===== config.mk =====
export PLATFORM = sky130hd
export DESIGN_NAME = mult_share_arbiter
export DESIGN_NICKNAME = d
export VERILOG_FILES = /design/src/rtl/mult_share_arbiter_pkg.sv /design/src/rtl/mult_core.sv /design/src/rtl/mult_share_arbiter.sv
export SDC_FILE = /design/constraint.sdc
export NUM_CORES = 1
export LEC_CHECK = 0
export ABC_AREA = 1
export ABC_CLOCK_PERIOD_IN_PS = 14850
export CAP_MARGIN = 0
export CORE_AREA = 10 10 157 159
export CTS_CLUSTER_DIAMETER = 100
export DETAILED_ROUTE_END_ITERATION = 7
export DIE_AREA = 0 0 167 169
export GPL_ROUTABILITY_DRIVEN = 0
export GPL_TIMING_DRIVEN = 0
export PLACE_DENSITY = 0.64
export SYNTH_ARGS = -nofsm -noshare
export SYNTH_HDL_FRONTEND = slang
export SYNTH_SLANG_ARGS = --single-unit

===== constraint.sdc =====
create_clock -name clk -period 14.85 [get_ports clk]
set_input_delay 2.97 -clock clk [delete_from_list [all_inputs] [get_ports clk]]
set_output_delay 2.97 -clock clk [all_outputs]
set_load 0.01 [all_outputs]

===== src/rtl/mult_share_arbiter_pkg.sv =====
// Shared definitions for the multiplier-sharing arbiter.
// Widths derived from operand width and requester count.
package mult_share_arbiter_pkg;

  localparam int WIDTH_DEF = 8;

  function automatic int prod_w(input int w);
    return 2 * w;
  endfunction

  function automatic int id_w(input int n);
    return (n > 1) ? $clog2(n) : 1;
  endfunction

endpackage


===== src/rtl/mult_core.sv =====
// Shift-add unsigned multiplier carrying a valid bit and tag.
// The arbiter's FIFO slot is the final register of the pipe.
module mult_core
  import mult_share_arbiter_pkg::*;
#(
  parameter int WIDTH = WIDTH_DEF,
  parameter int PIPE  = 1,
  parameter int IDW   = 2
) (
  input  logic                     clk,
  input  logic                     rstn,
  input  logic                     in_valid,
  input  logic [WIDTH-1:0]         a,
  input  logic [WIDTH-1:0]         b,
  input  logic [IDW-1:0]           in_id,
  output logic                     out_valid,
  output logic [IDW-1:0]           out_id,
  output logic [prod_w(WIDTH)-1:0] out_p
);

  localparam int PW = prod_w(WIDTH);

  logic [PW-1:0] prod;

  always_comb begin
    prod = '0;
    for (int k = 0; k < WIDTH; k++) begin
      if (b[k]) prod = prod + (PW'(a) << k);
    end
  end

  generate
    if (PIPE == 1) begin : g_comb
      logic unused_clk;
      assign unused_clk = clk ^ rstn;
      assign out_valid  = in_valid;
      assign out_id     = in_id;
      assign out_p      = prod;
    end else begin : g_pipe
      logic [PIPE-2:0] v_q;
      logic [IDW-1:0]  id_q [PIPE-1];
      logic [PW-1:0]   p_q  [PIPE-1];

      always_ff @(posedge clk or negedge rstn) begin
        if (!rstn) begin
          v_q <= '0;
          for (int s = 0; s < PIPE - 1; s++) begin
            id_q[s] <= '0;
            p_q[s]  <= '0;
          end
        end else begin
          v_q[0]  <= in_valid;
          id_q[0] <= in_id;
          p_q[0]  <= prod;
          for (int s = 1; s < PIPE - 1; s++) begin
            v_q[s]  <= v_q[s-1];
            id_q[s] <= id_q[s-1];
            p_q[s]  <= p_q[s-1];
          end
        end
      end

      assign out_valid = v_q[PIPE-2];
      assign out_id    = id_q[PIPE-2];
      assign out_p     = p_q[PIPE-2];
    end
  endgenerate

endmodule


===== src/rtl/mult_share_arbiter.sv =====
// Round-robin sharing of one multiplier among NREQ lanes.
// Credits bound in-flight work so the result FIFO cannot overflow.
module mult_share_arbiter
  import mult_share_arbiter_pkg::*;
#(
  parameter int NREQ  = 4,
  parameter int WIDTH = WIDTH_DEF,
  parameter int PIPE  = 1,
  parameter int DEPTH = 4
) (
  input  logic                     clk,
  input  logic                     rstn,
  input  logic [NREQ-1:0]          req_valid,
  input  logic [NREQ*WIDTH-1:0]    req_a,
  input  logic [NREQ*WIDTH-1:0]    req_b,
  output logic [NREQ-1:0]          req_ready,
  output logic                     rsp_valid,
  input  logic                     rsp_ready,
  output logic [id_w(NREQ)-1:0]    rsp_id,
  output logic [prod_w(WIDTH)-1:0] rsp_result,
  output logic                     busy
);

  localparam int IDW = id_w(NREQ);
  localparam int PW  = prod_w(WIDTH);
  localparam int CW  = $clog2(DEPTH + 1);
  localparam int FW  = (DEPTH > 1) ? $clog2(DEPTH) : 1;

  logic [IDW-1:0]  ptr_q;
  logic [IDW-1:0]  gnt_id;
  logic [NREQ-1:0] gnt_oh;
  logic            found;
  logic            issue;
  int              idx;

  logic [CW-1:0]   out_q;
  logic [CW-1:0]   cnt_q;
  logic [FW-1:0]   wp_q;
  logic [FW-1:0]   rp_q;
  logic [IDW-1:0]  id_mem [DEPTH];
  logic [PW-1:0]   p_mem  [DEPTH];

  logic            wr;
  logic            pop;
  logic            full;
  logic [IDW-1:0]  c_id;
  logic [PW-1:0]   c_p;

  // First valid lane at or above the pointer, wrapping
  always_comb begin
    gnt_oh = '0;
    gnt_id = '0;
    found  = 1'b0;
    idx    = 0;
    for (int k = 0; k < NREQ; k++) begin
      idx = int'(ptr_q) + k;
      if (idx >= NREQ) idx = idx - NREQ;
      if (!found && req_valid[idx[IDW-1:0]]) begin
        found               = 1'b1;
        gnt_oh[idx[IDW-1:0]] = 1'b1;
        gnt_id              = idx[IDW-1:0];
      end
    end
  end

  assign issue     = rstn && found && (out_q < CW'(DEPTH));
  assign req_ready = issue ? gnt_oh : '0;

  always_ff @(posedge clk or negedge rstn) begin
    if (!rstn) begin
      ptr_q <= '0;
    end else if (issue) begin
      ptr_q <= (gnt_id == IDW'(NREQ - 1)) ? '0 : gnt_id + 1'b1;
    end
  end

  mult_core #(
    .WIDTH (WIDTH),
    .PIPE  (PIPE),
    .IDW   (IDW)
  ) u_core (
    .clk       (clk),
    .rstn      (rstn),
    .in_valid  (issue),
    .a         (req_a[int'(gnt_id)*WIDTH +: WIDTH]),
    .b         (req_b[int'(gnt_id)*WIDTH +: WIDTH]),
    .in_id     (gnt_id),
    .out_valid (wr),
    .out_id    (c_id),
    .out_p     (c_p)
  );

  assign rsp_valid  = (cnt_q != '0);
  assign pop        = rsp_valid && rsp_ready;
  assign full       = (cnt_q == CW'(DEPTH));
  assign rsp_id     = rsp_valid ? id_mem[rp_q] : '0;
  assign rsp_result = rsp_valid ? p_mem[rp_q] : '0;
  assign busy       = (out_q != '0);

  always_ff @(posedge clk) begin
    if (wr) begin
      id_mem[wp_q] <= c_id;
      p_mem[wp_q]  <= c_p;
    end
  end

  always_ff @(posedge clk or negedge rstn) begin
    if (!rstn) begin
      wp_q  <= '0;
      rp_q  <= '0;
      cnt_q <= '0;
      out_q <= '0;
    end else begin
      if (wr)
        wp_q <= (wp_q == FW'(DEPTH - 1)) ? '0 : wp_q + 1'b1;
      if (pop)
        rp_q <= (rp_q == FW'(DEPTH - 1)) ? '0 : rp_q + 1'b1;
      unique case ({wr, pop})
        2'b10:   cnt_q <= cnt_q + 1'b1;
        2'b01:   cnt_q <= cnt_q - 1'b1;
        default: cnt_q <= cnt_q;
      endcase
      unique case ({issue, pop})
        2'b10:   out_q <= out_q + 1'b1;
        2'b01:   out_q <= out_q - 1'b1;
        default: out_q <= out_q;
      endcase
    end
  end

  a_no_ovf: assert property (@(posedge clk) disable iff (!rstn) !(wr && full));

endmodule


## Word level (Yosys, flattened, before mapping)

Memories as Yosys holds them, arrays and structs flattened.
Cells that the tools add are included.

- Add/subtract/negate cells: 21
- Multipliers: 0
- Div/mod/pow operators: 0
- $lt $le $gt $ge: 13
- Equal/unequal tests: 5
- Shift operators: 2
- Mux-type cells: 50
- Bitwise gates (word level): 3
- Reductions and logical operators: 16

Operators with widths:

| cell | count |
|---|---|
| $mux 16 | 8 |
| $shiftx 32x6->8 | 2 |
| $mux 2 | 12 |
| $mux 4 | 5 |
| $add 16x10->16 | 1 |
| $add 16x11->16 | 1 |
| $add 16x12->16 | 1 |
| $add 16x13->16 | 1 |
| $add 16x14->16 | 1 |
| $add 16x15->16 | 1 |
| $add 16x9->16 | 1 |
| $mux 1 | 14 |
| $lt 2x3->1 const B | 4 |
| $or 4x4->4 | 3 |
| $pmux 3 s2 | 2 |
| $logic_and 1x1->1 | 10 |
| $ge 3x3->1 const B | 3 |
| $bmux 1 s2 | 4 |
| $demux 1 s2 | 4 |
| $eq 2x2->1 const B | 4 |
| $ge 2x1->1 const B | 4 |
| $mux 8 | 1 |
| $sub 2x1->2 const B | 4 |
| $add 2x1->2 const B | 3 |
| other kinds (10) | 16 |

- Register bits: 12
- Latch bits: 0
- Bits in writable memories: 72
- ROM bits: 0
- Output and inout port bits: 24
- Word-level logic and storage cells: 117
- Memories kept: 2

Memory list:

| memory | depth | bits a word | rd ports | clocked after Yosys merged registers in | wr ports | line | source |
|---|---|---|---|---|---|---|---|
| p_mem | 4 | 16 | 1 | 0 | 1 | mult_share_arbiter.sv:41 | `logic [PW-1:0] p_mem [DEPTH];` |
| id_mem | 4 | 2 | 1 | 0 | 1 | mult_share_arbiter.sv:40 | `logic [IDW-1:0] id_mem [DEPTH];` |

## Logic depth before layout (Yosys ltp)

- Depth in word-level cells: 30
- Mapped depth: 71

## Modules after synthesis

A second synthesis with hierarchy kept.

- Cells, all modules: 1101
- Area total of the unflattened synthesis: 8081.5 um^2

By module, submodules not included:

| module | instances | cells each | area an instance (um^2) | seq. area each (um^2) |
|---|---|---|---|---|
| mult_share_arbiter | 1 | 575 | 4867.2 | 2462.4 |
| mult_core | 1 | 526 | 3214.3 | 0.0 |

## Worst setup path after synthesis

Ideal clock, no wire load.

- Kind: input -> register
- Start: input req_valid[3]
- End: memory p_mem[0][14] in the netlist's numbering (data pin)
- Data arrival time: 11671 ps
- Data required time: 14584 ps
- Setup slack: 2913 ps
- Stages on the path: 65
- Path buffers: 3
- Cell sequence: inv_1 > nand2_1 > nand3_2 > nand2_4 > inv_4 > nand4_1 > nand2_2 > nand2_4 > buf_6 > inv_2 > clkbuf_1 > clkbuf_1 > o21ai_0 > o22ai_1 > nand2_1 > inv_1 > ha_1 > nand4_1 > [... 29 more ...] > xor2_1 > nand2_1 > nand2_1 > inv_1 > ha_1 > nand2_1 > nor2_1 > a211oi_1 > o21ai_1 > xnor2_1 > a21oi_1 > ha_1 > inv_1 > nor3_1 > a211oi_1 > nand3_1 > nand3_1 > nand2_1

- Word-level cells in the longest chain between the ends: 28
- Elaborated cells on any way between the ends: 38

RTL lines:

| what | line | source |
|---|---|---|
| from (decl) | mult_share_arbiter.sv:13 | `input logic [NREQ-1:0] req_valid,` |
| $bmux 1 s2 | mult_share_arbiter.sv:58 | `if (!found && req_valid[idx[IDW-1:0]]) begin` |
| $mux 1 (not written as such) | mult_share_arbiter.sv:58 |  |
| $mux 1 | mult_share_arbiter.sv:58 |  |
| $logic_not 1->1 | mult_share_arbiter.sv:58 |  |
| $logic_and 1x1->1 | mult_share_arbiter.sv:58 |  |
| $mux 1 | mult_share_arbiter.sv:58 |  |
| $logic_not 1->1 | mult_share_arbiter.sv:58 |  |
| $logic_and 1x1->1 | mult_share_arbiter.sv:58 |  |
| [... 4 more ...] | - |  |
| named net c_id[0] | mult_share_arbiter.sv:46 | `logic [IDW-1:0] c_id;` |
| [... 9 more ...] | - |  |
| $mux 16 | mult_core.sv:28 | `if (b[k]) prod = prod + (PW'(a) << k);` |
| $add 16x13->16 | mult_core.sv:28 |  |
| $mux 16 | mult_core.sv:28 |  |
| $add 16x14->16 | mult_core.sv:28 |  |
| $mux 16 | mult_core.sv:28 |  |
| $add 16x15->16 | mult_core.sv:28 |  |
| $mux 16 * | mult_core.sv:28 |  |
| named net c_p[14] | mult_share_arbiter.sv:47 | `logic [PW-1:0] c_p;` |
| to (decl) | mult_share_arbiter.sv:41 |  |

Mark *: on every way through the listed nets, which the timed path passes. The rest lies on a longest branch. The select of a mux whose other input is x is not followed.

## Worst setup path in the final report

- Start: input req_valid[3]
- End: memory p_mem[2][14] in the netlist's numbering (data pin)

- Word-level cells in the longest chain between the ends: 28
- Elaborated cells on any way between the ends: 38

RTL lines:

| what | line |
|---|---|
| $bmux 1 s2 | mult_share_arbiter.sv:58 |
| $mux 1 (not written as such) | mult_share_arbiter.sv:58 |
| $mux 1 | mult_share_arbiter.sv:58 |
| $logic_not 1->1 | mult_share_arbiter.sv:58 |
| $logic_and 1x1->1 | mult_share_arbiter.sv:58 |
| $mux 1 | mult_share_arbiter.sv:58 |
| $logic_not 1->1 | mult_share_arbiter.sv:58 |
| $logic_and 1x1->1 | mult_share_arbiter.sv:58 |
| [... 13 more ...] | - |
| $mux 16 | mult_core.sv:28 |
| $add 16x13->16 | mult_core.sv:28 |
| $mux 16 | mult_core.sv:28 |
| $add 16x14->16 | mult_core.sv:28 |
| $mux 16 | mult_core.sv:28 |
| $add 16x15->16 | mult_core.sv:28 |
| $mux 16 * | mult_core.sv:28 |
| named net c_p[14] | mult_share_arbiter.sv:47 |

Marked as above.

==> flow_summary.json <==
{
  "outcome": "completed",
  "min_period_over_period_pct": 91.8,
  "firstDrtPassIters": 4,
  "drv_slew": 0,
  "rsz0062_at_grt": "false",
  "fillers": 2133,
  "port_buffers": 94,
  "grt_pass1_wl_um": 32900,
  "min_period_ns": 13.64,
  "die-area_mm2": 0.0282,
  "cp_max_fo": 10,
  "setup_viol": 0,
  "tritoncts": "built",
  "cts_setup_buffers": 0,
  "clockRootBuffer": "clkbuf_16",
  "fin_worst_skew_ns": 0.00649,
  "grt_max_degree": 16,
  "required_ns": 14.91,
  "whs_ns": 0.476,
  "diodes": 0,
  "grt_overflow": 0,
  "hp-class": "flop to flop",
  "crit_type": "input pin to flop",
  "tightest_slew_ns": 1.08,
  "cp-start-kind": "input pin",
  "cts_sinks": 84,
  "yosys_warnings": 0,
  "synth_top_area_cell": "edfxtp_1",
  "synth_edf_count": 72,
  "cp_common_cell": "nand2_1",
  "slowest_stage": "clkbuf_1",
  "drive_gt1_share_pct": 9.75,
  "synth_top_flop_cell": "edfxtp_1",
  "drt_iter0_drc": 308,
  "numCtsBuffers": 9,
  "ctsHoldBuffers": 0,
  "slew_headroom_pct": 28.3,
  "netlist_top_cells_count": "218 x nand2_1, 106 x nor2_1, 100 x inv_1, 75 x o21ai_0, 72 x edfxtp_1",
  "wl_um": 20100,
  "hold_viol_final": 0,
  "vias": 6709,
  "yosysMostFrequentCell": "nand2_1",
  "ant_nets": 0,
  "routedWlPerCell_um": 14.7,
  "antenna_found_initial": 0,
  "pin_count": 95,
  "area_growth_syn_to_layout_pct": 23.3,
  "start_util_pct": 34.5,
  "clk_latency_ns": 0.34,
  "cp.arrival_ns": 13.69,
  "htree_levels": 3,
  "die_y_um": 169,
  "synth-seq-cells": 84,
  "ys_seq_area_share_pct": 33.1,
  "fin_nets": 1226,
  "synth_area_leaders": "edfxtp_1 29%, ha_1 11%, nand2_1 11%",
  "num_rows": 54,
  "fp.dieW_um": 167,
  "p_leak_uw": 0.00402,
  "drv_cap": 0,
  "synth_top_area_share_pct": 29.1,
  "synth_fp_nets": 1116,
  "max_freq_mhz": 73.3,
  "regArea_mm2": 0.00246,
  "final.setup.tns_ns": 0,
  "power_density_mw_per_mm2": 151,
  "final_core_util_pct": 42.5,
  "multi_input_area_mm2": 0.00446,
  "synthArstFlopShare_pct": 14.3,
  "viasPerCell": 4.91,
  "slowest_delay_ns": 0.61,
  "synth.distinct_cells": 45,
  "critPathCaptureType": "flop",
  "grt_pass1_vias": 6490,
  "peakVddDrop_uv": 63.5,
  "synth.avg_cell_area_um2": 7.64,
  "grt.total_usage_pct": 14.0,
  "netlist_instances": 972,
  "clk_pin_slew_ns": 0.06,
  "dp_hpwl_um": 16000,
  "coreArea_mm2": 0.0216,
  "drc_errors": 0,
  "clk_path_buf_depth": 2,
  "syn-cell-area_mm2": 0.00743
}
==> sequential cells by signal, indices dropped and copies added (netlist names) <==
| name | cells |
|---|---|
| id_mem | 8 |
| ptr_q | 2 |
| out_q | 3 |
| rp_q | 2 |
| cnt_q | 3 |
| p_mem | 64 |
| wp_q | 2 |
==> final cells by class <==
type / instances / area share, %
Multi-Input combinational cell: 753 / 48.7
Clock inverter: 6 / 1.22
Clock buffer: 10 / 2.50
Buffer: 26 / 1.24
Inverter: 109 / 4.58
Tap cell: 280 / 3.82
Timing Repair Buffer: 99 / 11.1
Sequential cell: 84 / 26.9
==> power by group <==
| group | leakage (uW) | switching [uW] | internal, uW | total, uW |
|---|---|---|---|---|
| sequential | 0.000807 | 0 | 302 | 302 |
| combinational | 0.00305 | 507 | 315 | 822 |
| clock | 0.000163 | 90.8 | 165 | 255 |
| total | 0.00402 | 598 | 781 | 1380 |
==> routing by layer <==
layer	share of wire (%)	global-route usage (%)	wire length, um
met5	0	0	0
met4	0.61	2.37	123
met3	3.5	2.04	709
met2	49	24.4	9820
met1	47	18.0	9470
==> cells by family (layout without fill, tap and decap cells) <==
family | count (synthesis) | in the layout | share of synthesized area, %
flops | 84 | 84 | 33.1
compound gates | 186 | 186 | 14.1
simple gates | 463 | 463 | 29.0
fa+ha+maj | 73 | 73 | 13.0
xor+xnor | 31 | 31 | 3.65
buf+inv | 135 | 250 | 7.16
==> stage by stage <==
stage | cell area, um2 | setup WS, ns | cells | total power, uW
after CTS | 9140 | 0.644 | 1366 | 1380
final | 9160 | 1.21 | 1367 | 1380
after floorplan | 7430 | 2.91 | 972 | 960
after global placement | 8720 | 0.483 | 1346 | 1100
after detailed placement | 8800 | 0.308 | 1350 | 1130
after global routing | 9160 | 0.0107 | 1367 | 1530
==> cell usage in the layout (no fill, tap or decap), types with 4 or more instances in the layout <==
master and instances:
o21ai_1 8, nor2_2 6, o21ai_2 5, clkbuf_16 9, edfxtp_1 72, clkbuf_1 24
ha_1 66, xnor2_1 14, dfrtp_1 12, nand3_1 67, inv_2 5, inv_1 100
a31oi_1 7, clkdlybuf4s50_1 94, nand2_2 19, a21oi_1 60, nor2_1 102, nand4_1 5
o22ai_1 6, o21bai_1 6, o21ai_0 75, nand2_1 218, xor2_1 17, nand3b_1 4
nand3_2 24, fa_1 7, nand2_4 8
==> timing repair <==
action	CTS	global route
gates resized for setup	0	4
hold endpoints to repair	0	0
setup endpoints to repair	0	12
==> worst paths after layout <==
check,from,endpoint,slack [ns],cells past startpoint
setup / recovery,req_valid[3],p_mem[2][14],1.21,62
max in group asynchronous,rstn,ptr_q[1],11.40,1
setup reg to reg,ptr_q[1],p_mem[2][14],3.20,61
hold / removal,cnt_q[2],cnt_q[2],0.48,1
min in group asynchronous,rstn,out_q[1],3.03,1
hold reg to reg,cnt_q[2],cnt_q[2],0.48,1
==> worst max-delay path: cells and delay by family <==
family / cells / cell delay (ns)
xor gates and xnor gates: 5 / 0.75
AOI/OAI and AO/OA: 16 / 3.10
and+or+nand+nor: 25 / 2.65
buffers and inverters: 9 / 2.01
adders and majority gates: 7 / 2.17
No activity file was read; power rests on OpenSTA's default activity.
